**src/rtl/adc_if_pkg.sv**
```systemverilog
// Shared definitions for the ADC serial capture front end: FSM state
// encoding, default geometry of the ADC frame and the frame-length formula
// used to reject configurations whose frame cannot fit in a sample period.
package adc_if_pkg;

    typedef enum logic [1:0] {
        ST_IDLE  = 2'd0,
        ST_CONV  = 2'd1,
        ST_SHIFT = 2'd2,
        ST_DONE  = 2'd3
    } adc_state_t;

    localparam int DATA_W_DEF        = 14;
    localparam int LEAD_BITS_DEF     = 2;
    localparam int CLK_DIV_DEF       = 2;
    localparam int CONV_CYCLES_DEF   = 4;
    localparam int SAMPLE_PERIOD_DEF = 100;

    // Bits clocked out of the ADC per frame: lead bits followed by data.
    localparam int N_BITS = LEAD_BITS_DEF + DATA_W_DEF;

    function automatic int calc_n_bits(input int lead_bits, input int data_w);
        return lead_bits + data_w;
    endfunction

    // clk cycles from the cs_n fall up to and including the DONE cycle.
    function automatic int calc_frame_len(input int conv_cycles, input int clk_div,
                                          input int lead_bits, input int data_w);
        return conv_cycles + 2 * clk_div * calc_n_bits(lead_bits, data_w) + 1;
    endfunction

endpackage

```
**src/rtl/sclk_gen.sv**
```systemverilog
// SCLK generator for the ADC shift phase. While i_active is high it produces
// CLK_DIV low cycles then CLK_DIV high cycles per bit, a strobe on the clk
// edge that drives SCLK 0->1 (the data capture edge), and a flag on the last
// cycle of the final bit. Everything returns to idle when i_active drops.
module sclk_gen
    import adc_if_pkg::*;
#(
    parameter int CLK_DIV = CLK_DIV_DEF,
    parameter int BITS    = adc_if_pkg::N_BITS
) (
    input  logic clk,
    input  logic rst,
    input  logic i_active,
    output logic o_sclk,
    output logic o_rise_strobe,
    output logic o_last_bit
);

    localparam int              PHW      = $clog2(2 * CLK_DIV);
    localparam logic [PHW-1:0]  PH_RISE  = PHW'(CLK_DIV - 1);
    localparam logic [PHW-1:0]  PH_LAST  = PHW'(2 * CLK_DIV - 1);
    localparam int              BCW      = $clog2(BITS + 1);
    localparam logic [BCW-1:0]  BIT_LAST = BCW'(BITS - 1);

    logic [PHW-1:0] r_phase;
    logic [BCW-1:0] r_bit_cnt;
    logic           r_sclk;

    // Phase and bit counters; SCLK is registered so the ADC sees clean edges.
    // NOTE: state is updated with non-blocking assignments so every flop samples pre-edge values, matching hardware.
    always_ff @(posedge clk) begin
        if (rst || !i_active) begin
            r_phase   <= '0;
            r_bit_cnt <= '0;
            r_sclk    <= 1'b0;
        end else if (r_phase == PH_LAST) begin
            r_phase   <= '0;
            r_bit_cnt <= r_bit_cnt + 1'b1;
            r_sclk    <= 1'b0;
        end else begin
            r_phase <= r_phase + 1'b1;
            if (r_phase == PH_RISE) begin
                r_sclk <= 1'b1;
            end
        end
    end

    assign o_sclk        = r_sclk;
    assign o_rise_strobe = i_active && (r_phase == PH_RISE);
    assign o_last_bit    = i_active && (r_phase == PH_LAST) && (r_bit_cnt == BIT_LAST);

endmodule

```
**src/rtl/adc_serial_capture.sv**
```systemverilog
// ADC front end of the FIR chain: starts a conversion every SAMPLE_PERIOD
// clk cycles while enabled, clocks one MSB-first serial frame out of the ADC
// and presents the result as a held parallel word with a one-cycle valid.
// All outputs come straight from flops so nothing downstream sees glitches.
module adc_serial_capture
    import adc_if_pkg::*;
#(
    parameter int DATA_W        = DATA_W_DEF,
    parameter int LEAD_BITS     = LEAD_BITS_DEF,
    parameter int CLK_DIV       = CLK_DIV_DEF,
    parameter int CONV_CYCLES   = CONV_CYCLES_DEF,
    parameter int SAMPLE_PERIOD = SAMPLE_PERIOD_DEF
) (
    input  logic              clk,
    input  logic              rst,
    input  logic              enable,
    input  logic              adc_sdo,
    output logic              adc_cs_n,
    output logic              adc_sclk,
    output logic [DATA_W-1:0] sample,
    output logic              sample_valid,
    output logic              lead_err,
    output logic              busy
);

    localparam int             NB          = calc_n_bits(LEAD_BITS, DATA_W);
    localparam int             FRAME_LEN   = calc_frame_len(CONV_CYCLES, CLK_DIV, LEAD_BITS, DATA_W);
    localparam int             PW          = (SAMPLE_PERIOD > 1) ? $clog2(SAMPLE_PERIOD) : 1;
    localparam logic [PW-1:0]  PERIOD_LAST = PW'(SAMPLE_PERIOD - 1);
    localparam int             CW          = (CONV_CYCLES > 1) ? $clog2(CONV_CYCLES) : 1;
    localparam logic [CW-1:0]  CONV_LAST   = CW'(CONV_CYCLES - 1);

    // A frame must finish before the next period starts, otherwise a start
    // could land on a frame in progress.
    generate
        if (FRAME_LEN >= SAMPLE_PERIOD) begin : g_frame_too_long
            $error("adc_serial_capture: frame length %0d must be below SAMPLE_PERIOD %0d",
                   FRAME_LEN, SAMPLE_PERIOD);
        end
    endgenerate

    adc_state_t        r_state;
    adc_state_t        w_next_state;
    logic [PW-1:0]     r_period_cnt;
    logic [CW-1:0]     r_conv_cnt;
    logic [NB-1:0]     r_shift;
    logic [DATA_W-1:0] r_sample;
    logic              r_sample_valid;
    logic              r_lead_err;
    logic              r_cs_n;
    logic              r_busy;
    logic              w_shift_active;
    logic              w_sclk;
    logic              w_rise_strobe;
    logic              w_last_bit;
    logic              w_lead_any;

    assign w_shift_active = (r_state == ST_SHIFT);

    sclk_gen #(
        .CLK_DIV (CLK_DIV),
        .BITS    (NB)
    ) u_sclk_gen (
        .clk           (clk),
        .rst           (rst),
        .i_active      (w_shift_active),
        .o_sclk        (w_sclk),
        .o_rise_strobe (w_rise_strobe),
        .o_last_bit    (w_last_bit)
    );

    generate
        if (LEAD_BITS > 0) begin : g_lead
            assign w_lead_any = |r_shift[NB-1:DATA_W];
        end else begin : g_no_lead
            assign w_lead_any = 1'b0;
        end
    endgenerate

    // Sample-period counter: free-runs while enabled, parked at 0 otherwise.
    always_ff @(posedge clk) begin
        if (rst || !enable) begin
            r_period_cnt <= '0;
        end else if (r_period_cnt == PERIOD_LAST) begin
            r_period_cnt <= '0;
        end else begin
            r_period_cnt <= r_period_cnt + 1'b1;
        end
    end

    // FSM state register.
    always_ff @(posedge clk) begin
        if (rst) begin
            r_state <= ST_IDLE;
        end else begin
            r_state <= w_next_state;
        end
    end

    // FSM next-state logic.
    // NOTE: the next state gets a default before the case so no path leaves it unassigned and no latch is inferred.
    always_comb begin
        w_next_state = r_state;
        case (r_state)
            ST_IDLE:  if (enable && (r_period_cnt == '0)) w_next_state = ST_CONV;
            ST_CONV:  if (r_conv_cnt == CONV_LAST)        w_next_state = ST_SHIFT;
            ST_SHIFT: if (w_last_bit)                     w_next_state = ST_DONE;
            ST_DONE:                                      w_next_state = ST_IDLE;
            default:                                      w_next_state = ST_IDLE;
        endcase
    end

    // Conversion wait: counts the cycles cs_n has been low before SCLK starts.
    always_ff @(posedge clk) begin
        if (rst || (r_state != ST_CONV)) begin
            r_conv_cnt <= '0;
        end else begin
            r_conv_cnt <= r_conv_cnt + 1'b1;
        end
    end

    // Serial-to-parallel shifter, loaded on each SCLK rising edge.
    // NOTE: no reset here on purpose; every frame overwrites all NB bits before they are used, and rst aborts any frame.
    always_ff @(posedge clk) begin
        if (w_rise_strobe) begin
            r_shift <= {r_shift[NB-2:0], adc_sdo};
        end
    end

    // Output registers, driven from the next state so they align with it.
    always_ff @(posedge clk) begin
        if (rst) begin
            r_cs_n         <= 1'b1;
            r_busy         <= 1'b0;
            r_sample_valid <= 1'b0;
            r_lead_err     <= 1'b0;
            r_sample       <= '0;
        end else begin
            r_cs_n         <= !((w_next_state == ST_CONV) || (w_next_state == ST_SHIFT));
            r_busy         <= (w_next_state != ST_IDLE);
            r_sample_valid <= (w_next_state == ST_DONE);
            r_lead_err     <= (w_next_state == ST_DONE) && w_lead_any;
            if (w_next_state == ST_DONE) begin
                r_sample <= r_shift[DATA_W-1:0];
            end
        end
    end

    assign adc_cs_n     = r_cs_n;
    assign adc_sclk     = w_sclk;
    assign sample       = r_sample;
    assign sample_valid = r_sample_valid;
    assign lead_err     = r_lead_err;
    assign busy         = r_busy;

endmodule

```
**config.mk**
```make
export PLATFORM = sky130hd
export DESIGN_NAME = adc_serial_capture
export DESIGN_NICKNAME = d
export VERILOG_FILES = /design/src/rtl/adc_if_pkg.sv /design/src/rtl/sclk_gen.sv /design/src/rtl/adc_serial_capture.sv
export SDC_FILE = /design/constraint.sdc
export NUM_CORES = 1
export LEC_CHECK = 0
export CAP_MARGIN = 20
export CORE_MARGIN = 4
export CORE_UTILIZATION = 58
export DETAILED_ROUTE_END_ITERATION = 16
export MAX_ROUTING_LAYER = met4
export PLACE_DENSITY = 0.94
export SKIP_CTS_REPAIR_TIMING = 1
export SYNTH_ARGS = -nofsm -noshare
export SYNTH_HDL_FRONTEND = slang
export SYNTH_SLANG_ARGS = --single-unit
```
**constraint.sdc**
```tcl
create_clock -name clk -period 5 [get_ports clk]
set_clock_uncertainty 0.1 [all_clocks]
set_input_delay 0.5 -clock clk [delete_from_list [all_inputs] [get_ports clk]]
set_output_delay 0.5 -clock clk [all_outputs]
set_load 0.03 [all_outputs]
```
-- Word level (Yosys, flattened, before mapping)
Index checks and enable logic that the tools add are counted.
- add/sub/neg operators: 4
- equality and inequality tests: 12
- muxes and demuxes: 4
- reductions and logical operators: 18
- operators by type and width (cell ; number):
    $eq A2 B2 Y1 const B ; 6
    $pmux W2 S4 ; 1
    $add A7 B1 Y7 const B ; 1
    $eq A7 B7 Y1 const B ; 1
    $logic_not A7 Y1 ; 1
    $eq A2 B1 Y1 const B ; 3
    $mux W2 ; 3
    $reduce_or A2 Y1 ; 3
    $add A5 B1 Y5 const B ; 1
    $eq A5 B4 Y1 const B ; 1
    $logic_and A1 B1 Y1 ; 5
    $add A2 B1 Y2 const B ; 2
    $logic_or A1 B1 Y1 ; 4
    $logic_not A1 Y1 ; 3
    $logic_not A2 Y1 ; 1
    $ne A2 B1 Y1 const B ; 1
    $reduce_bool A2 Y1 ; 1
- flip-flop bits (word level): 53
- input bits: 4
- output and inout bits: 19
- word-level logic and storage cells: 50

-- Logic depth before layout (Yosys ltp)
- depth in word-level cells: 8
- mapped depth: 10
- gate-level depth less buffers: 8

-- By module
From an unflattened synthesis, not the netlist that was laid out.
- cells, all modules: 166
- area, all modules: 2006.9 µm²
- by module, submodules not included (module ; instances ; cells each ; area an instance (µm²) ; sequential area each (µm²)):
    adc_serial_capture ; 1 ; 130 ; 1647.8 ; 1061.0
    sclk_gen ; 1 ; 36 ; 359.1 ; 160.2

-- Least setup slack after synthesis
No wires, ideal clock.
- path kind: register -> register
- start point: register r_period_cnt[2]
- end point: register r_sample[10] (netlist: sample[10])
- library setup time: 0.128 ns
- arrival time: 2.169 ns
- required time: 4.772 ns
- slack: 2.604 ns
- cell stages (with the launch flop): 9
- buffers on the path: 2
- clock period less this slack: 2.396 ns
- cell sequence: dfxtp_1 > or3_1 > o41a_1 > nor2_1 > ha_1 > clkbuf_1 > buf_2 > mux2i_1 > nor2_1
- word-level cells in the longest chain between the ends: 5
- RTL lines (what ; RTL line ; source):
    start, declared ; adc_serial_capture.sv:44 ; logic [PW-1:0] r_period_cnt;
    start signal, assigned ; adc_serial_capture.sv:87 ; r_period_cnt <= r_period_cnt + 1'b1;
    $logic_not A7 Y1 ; adc_serial_capture.sv:105 ; ST_IDLE: if (enable && (r_period_cnt == '0)) w_next_state = ST_CONV;
    $logic_and A1 B1 Y1 ; adc_serial_capture.sv:105 ;
    $mux W2 ; adc_serial_capture.sv:105 ;
    $pmux W2 S4 ; adc_serial_capture.sv:104 ; case (r_state)
    named net w_next_state[0] ; adc_serial_capture.sv:43 ; adc_state_t w_next_state;
    $eq A2 B2 Y1 ; adc_serial_capture.sv:143 ; if (w_next_state == ST_DONE) begin
    end signal, assigned ; adc_serial_capture.sv:144 ; r_sample <= r_shift[DATA_W-1:0];
    end, declared ; adc_serial_capture.sv:47 ; logic [DATA_W-1:0] r_sample;
The timed path passes the listed nets, and every way through them passes these cells.
A chain may end at the register's enable or synchronous reset.

-- Worst setup path after layout
- start point: register r_period_cnt[2]
- end point: register r_sample[2] (netlist: sample[2])
The elaborated chain is that of the path after synthesis.

==> Implementation_results.wiki <==
{| class="wikitable"
! Metric !! Value
|-
| Reg-to-Reg End || sample[2]
|-
| Largest fanout on the critical path || 14
|-
| Number of hold violations in the final report || 0
|-
| # rows || 20
|-
| Final min period || ~2700 ps
|-
| Number of failing setup endpoints in the final timing report || 0
|-
| Buffer levels on the longest clock path || 2
|-
| Upper clock frequency limit || around 370 MHz
|-
| Overall Global Routing Usage || about 18%
|-
| Fraction of the cycle the final worst path needs || 53.53%
|-
| Required time reported for the critical path endpoint || around 5100 ps
|-
| Detailed-placement wirelength estimate || roughly 2300 µm
|-
| Outcome || finished, final reports clean
|-
| Setup repair after global routing missed its margin || no
|-
| Critical Path End || sample[2]
|-
| # DRC || 0
|-
| Count of input and output buffers || 22
|-
| Via count of the first global-routing pass || approximately 1300
|-
| Number of violations of the max-capacitance limit || 0
|-
| Global route overflow || 0
|-
| Number of distinct library cell variants in the gate-level netlist after synthesis || 30
|-
| Post-Synthesis Cells || between 150 and 200
|-
| DIE AREA || 4328 µm²
|-
| First-pass detailed-route iteration total || 4
|-
| Iteration-0 DRC count of the detailed router || 80
|-
| Capturing element type of the critical path || flip-flop
|-
| Total Negative Setup Slacks || 0 ps
|-
| Total clock sinks || 53
|-
| Pins Over Slew Limit || 0
|-
| Beginning of the worst register-to-register path || r_period_cnt[2]
|-
| Final Net Count || between 200 and 250
|-
| Cell area after synthesis || slightly below 2000 µm²
|-
| Static power due to leakage || 0.0007872 µW
|-
| Source-to-sink clock delay at the later pin of the worst-skew pair || about 370 ps
|-
| Synth area leaders || sky130_fd_sc_hd__dfxtp_1 38%, sky130_fd_sc_hd__edfxtp_1 25%, sky130_fd_sc_hd__mux2i_1 7.8%, sky130_fd_sc_hd__ha_1 6.5%, sky130_fd_sc_hd__nor2_1 5.6%
|-
| Total Power || around 660 µW
|-
| Worst slew pin tran || slightly above 800 ps
|-
| Core Region || 3128 µm²
|-
| Classification of the worst-slack hold path || reg2reg
|-
| Power per standard cell area || approximately 300 nW/µm²
|-
| Total detailed-routing wirelength || 3245 µm
|-
| Synthesized netlist net count || 178
|-
| Number of buffers added by the clock tree synthesis step || 5
|-
| Clock tree from TritonCTS || yes
|-
| Category of the critical setup timing path || reg2reg
|-
| Crit. Startpoint || r_period_cnt[2]
|-
| Data arrival time at the worst-slack endpoint || approximately 2800 ps
|-
| Slack of the worst reg-to-reg path || between 2000 and 2500 ps
|-
| Via count || 1246
|-
| Sequential cell area fraction in the yosys report || 63.05%
|-
| Count of cells along the worst register-to-register path || 6
|-
| Layout cells sized above 1 || between 3 and 4%
|-
| Depth of the CTS H-tree || 2
|-
| Final ANT Viol Nets || 0
|-
| Number of register bits inferred by synthesis || 53
|-
| Number of antenna violations at the first check in global routing || 0
|-
| Initial Utilization || about three fifths
|-
| ANT cells || 0
|-
| Ratio of routed vias to standard cells || 5.371
|-
| Signed area change from the synthesized netlist to the final layout || 15.63%
|-
| Wirelength per Cell || between 10 and 15 µm
|-
| Post-layout util || a little under three quarters
|-
| Ports placed on the boundary || 23
|-
| Ys Warns || 0
|-
| Critical Path Source Type || flip-flop
|-
| Width of the chip || around 66 µm
|-
| DIE HEIGHT || ~66 µm
|-
| Largest net degree at the start of global routing || 24
|-
| Routability-driven placement congestion ratio || 0.7546
|-
| Count of placed standard cells including taps || approximately 220
|-
| Clock-pin slew on the worst setup and hold paths || between 100 and 150 ps
|-
| Mapped Avg Cell Area || approximately 12 µm²
|-
| Wire length of the first global-routing pass || between 5000 and 6000 µm
|-
| Worst-case vdd ir drop || about 0.18 mV
|-
| Biggest area consumer among synthesized cells || sky130_fd_sc_hd__dfxtp_1
|-
| Top cell type's share of synthesized area || between 30% and 40%
|-
| Non-filler instance count after layout || roughly 230
|-
| Worst relative slew slack || a little under half
|-
| Root Driver || sky130_fd_sc_hd__clkbuf_4
|}
## cell usage after synthesis
library cell               instances
sky130_fd_sc_hd__or2_1             1
sky130_fd_sc_hd__ha_1             10
sky130_fd_sc_hd__mux2i_1          15
sky130_fd_sc_hd__o21bai_1          1
sky130_fd_sc_hd__o21a_1            2
sky130_fd_sc_hd__nor2_1           29
sky130_fd_sc_hd__or2_2             1
sky130_fd_sc_hd__xnor2_1           2
sky130_fd_sc_hd__edfxtp_1         16
sky130_fd_sc_hd__nand2_1           5
sky130_fd_sc_hd__nand4_1           1
sky130_fd_sc_hd__nor4b_1           1
sky130_fd_sc_hd__dfxtp_1          37
sky130_fd_sc_hd__nand2b_1          3
sky130_fd_sc_hd__buf_6             1
sky130_fd_sc_hd__o41a_1            1
sky130_fd_sc_hd__nand3_1           4
sky130_fd_sc_hd__buf_2             1
sky130_fd_sc_hd__clkbuf_1          4
sky130_fd_sc_hd__o21ai_0           2
sky130_fd_sc_hd__inv_1             7
sky130_fd_sc_hd__and3_1            2
sky130_fd_sc_hd__xor2_1            4
sky130_fd_sc_hd__nor3_1            4
sky130_fd_sc_hd__a211oi_1          1
sky130_fd_sc_hd__nor2b_1           1
sky130_fd_sc_hd__nor4_1            1
sky130_fd_sc_hd__a21oi_1           3
sky130_fd_sc_hd__or3_1             3
sky130_fd_sc_hd__a31oi_1           1
## layout by cell type, fill, tap and decap left out, types with 2 or more instances in the layout
cell type	n
sky130_fd_sc_hd__nand2_1	5
sky130_fd_sc_hd__nor2_1	29
sky130_fd_sc_hd__clkbuf_4	5
sky130_fd_sc_hd__clkdlybuf4s50_1	22
sky130_fd_sc_hd__o21ai_0	2
sky130_fd_sc_hd__clkbuf_1	2
sky130_fd_sc_hd__and3_1	2
sky130_fd_sc_hd__edfxtp_1	16
sky130_fd_sc_hd__nand3_1	4
sky130_fd_sc_hd__o21a_1	2
sky130_fd_sc_hd__dfxtp_1	37
sky130_fd_sc_hd__nand2b_1	3
sky130_fd_sc_hd__xor2_1	4
sky130_fd_sc_hd__ha_1	10
sky130_fd_sc_hd__mux2i_1	15
sky130_fd_sc_hd__inv_1	7
sky130_fd_sc_hd__a21oi_1	3
sky130_fd_sc_hd__nor3_1	4
sky130_fd_sc_hd__xnor2_1	2
sky130_fd_sc_hd__or3_1	3
## worst max-delay path: stages, from the launching register on
cell	delay, ps
sky130_fd_sc_hd__dfxtp_1	370
sky130_fd_sc_hd__or3_1	400
sky130_fd_sc_hd__o41a_1	420
sky130_fd_sc_hd__nor2_1	170
sky130_fd_sc_hd__ha_1	720
sky130_fd_sc_hd__mux2i_1	290
sky130_fd_sc_hd__nor2_1	70
## final cells by class
| cell class | instances | area [µm²] |
|---|---|---|
| sequential | 53 | 1221 |
| timing repair buffer | 22 | 220.2 |
| clock buffer | 8 | 58.81 |
| fill | 226 | 888.4 |
| inverter | 7 | 26.28 |
| tap | 44 | 55.05 |
| multi-input combinational | 98 | 658.1 |
## power by group
group	internal, µW	switching [µW]	leakage [µW]	total (µW)
registers	444	2.40	0.000443	446
logic	9.40	12.2	0.000312	21.6
clock network	69.6	118	0.0000326	188
total	523	133	0.000787	655
## worst min path at each step
| stage | depth (start not counted) | end | start | slack [ps] |
|---|---|---|---|---|
| 2_1_floorplan | 1 | r_conv_cnt[0] | r_conv_cnt[0] | 310 |
| 4_1_cts | 1 | r_conv_cnt[0] | r_conv_cnt[0] | 350 |
| 5_1_grt | 0 | r_shift[5] | r_shift[4] | 380 |
| 6_report | 1 | r_conv_cnt[0] | r_conv_cnt[0] | 350 |
| 3_3_place_gp | 1 | r_conv_cnt[0] | r_conv_cnt[0] | 310 |
| 3_5_place_dp | 1 | r_conv_cnt[0] | r_conv_cnt[0] | 330 |
## metrics by stage
| step | setup WS, ps | hold WS, ps | cell area [µm²] |
|---|---|---|---|
| after global routing | 2173 | 375.5 | 2240 |
| after detailed placement | 2112 | 332.8 | 2181 |
| after floorplan | 2604 | 305.3 | 1937 |
| after global placement | 2219 | 313.4 | 2181 |
| final | 2323 | 345.3 | 2240 |
| after CTS | 2310 | 350.9 | 2240 |
## per-layer routing
metal / routed length (µm) / vias to the layer above / track usage (%)
li1: - / 606 / -
met1: 1360 / 591 / 18.69
met2: 1628 / 37 / 30.91
met3: 170 / 12 / 5.952
met4: 86 / 0 / 10.10
met5: 0 / - / -
## registers in the layout, indices dropped and copies added, names as in the netlist, 2 cells and up
name	cells
r_period_cnt	7
r_state	2
u_sclk_gen.r_bit_cnt	5
sample	14
u_sclk_gen.r_phase	2
r_conv_cnt	2
r_shift	16
## kinds of logic (layout without fill, tap and decap cells)
group                      after synthesis  after routing  synth area share, %
DFF                                     53             53                63.05
AOI/OAI and AO/OA                       11             11                3.747
xor gates and xnor gates                 6              6                2.713
and+or+nand+nor                         56             56                13.31
buffers and inverters                   13             37                2.971
adders and majority gates               10             10                6.460
muxes                                   15             15                7.752
(Power assumes the default switching activity.)
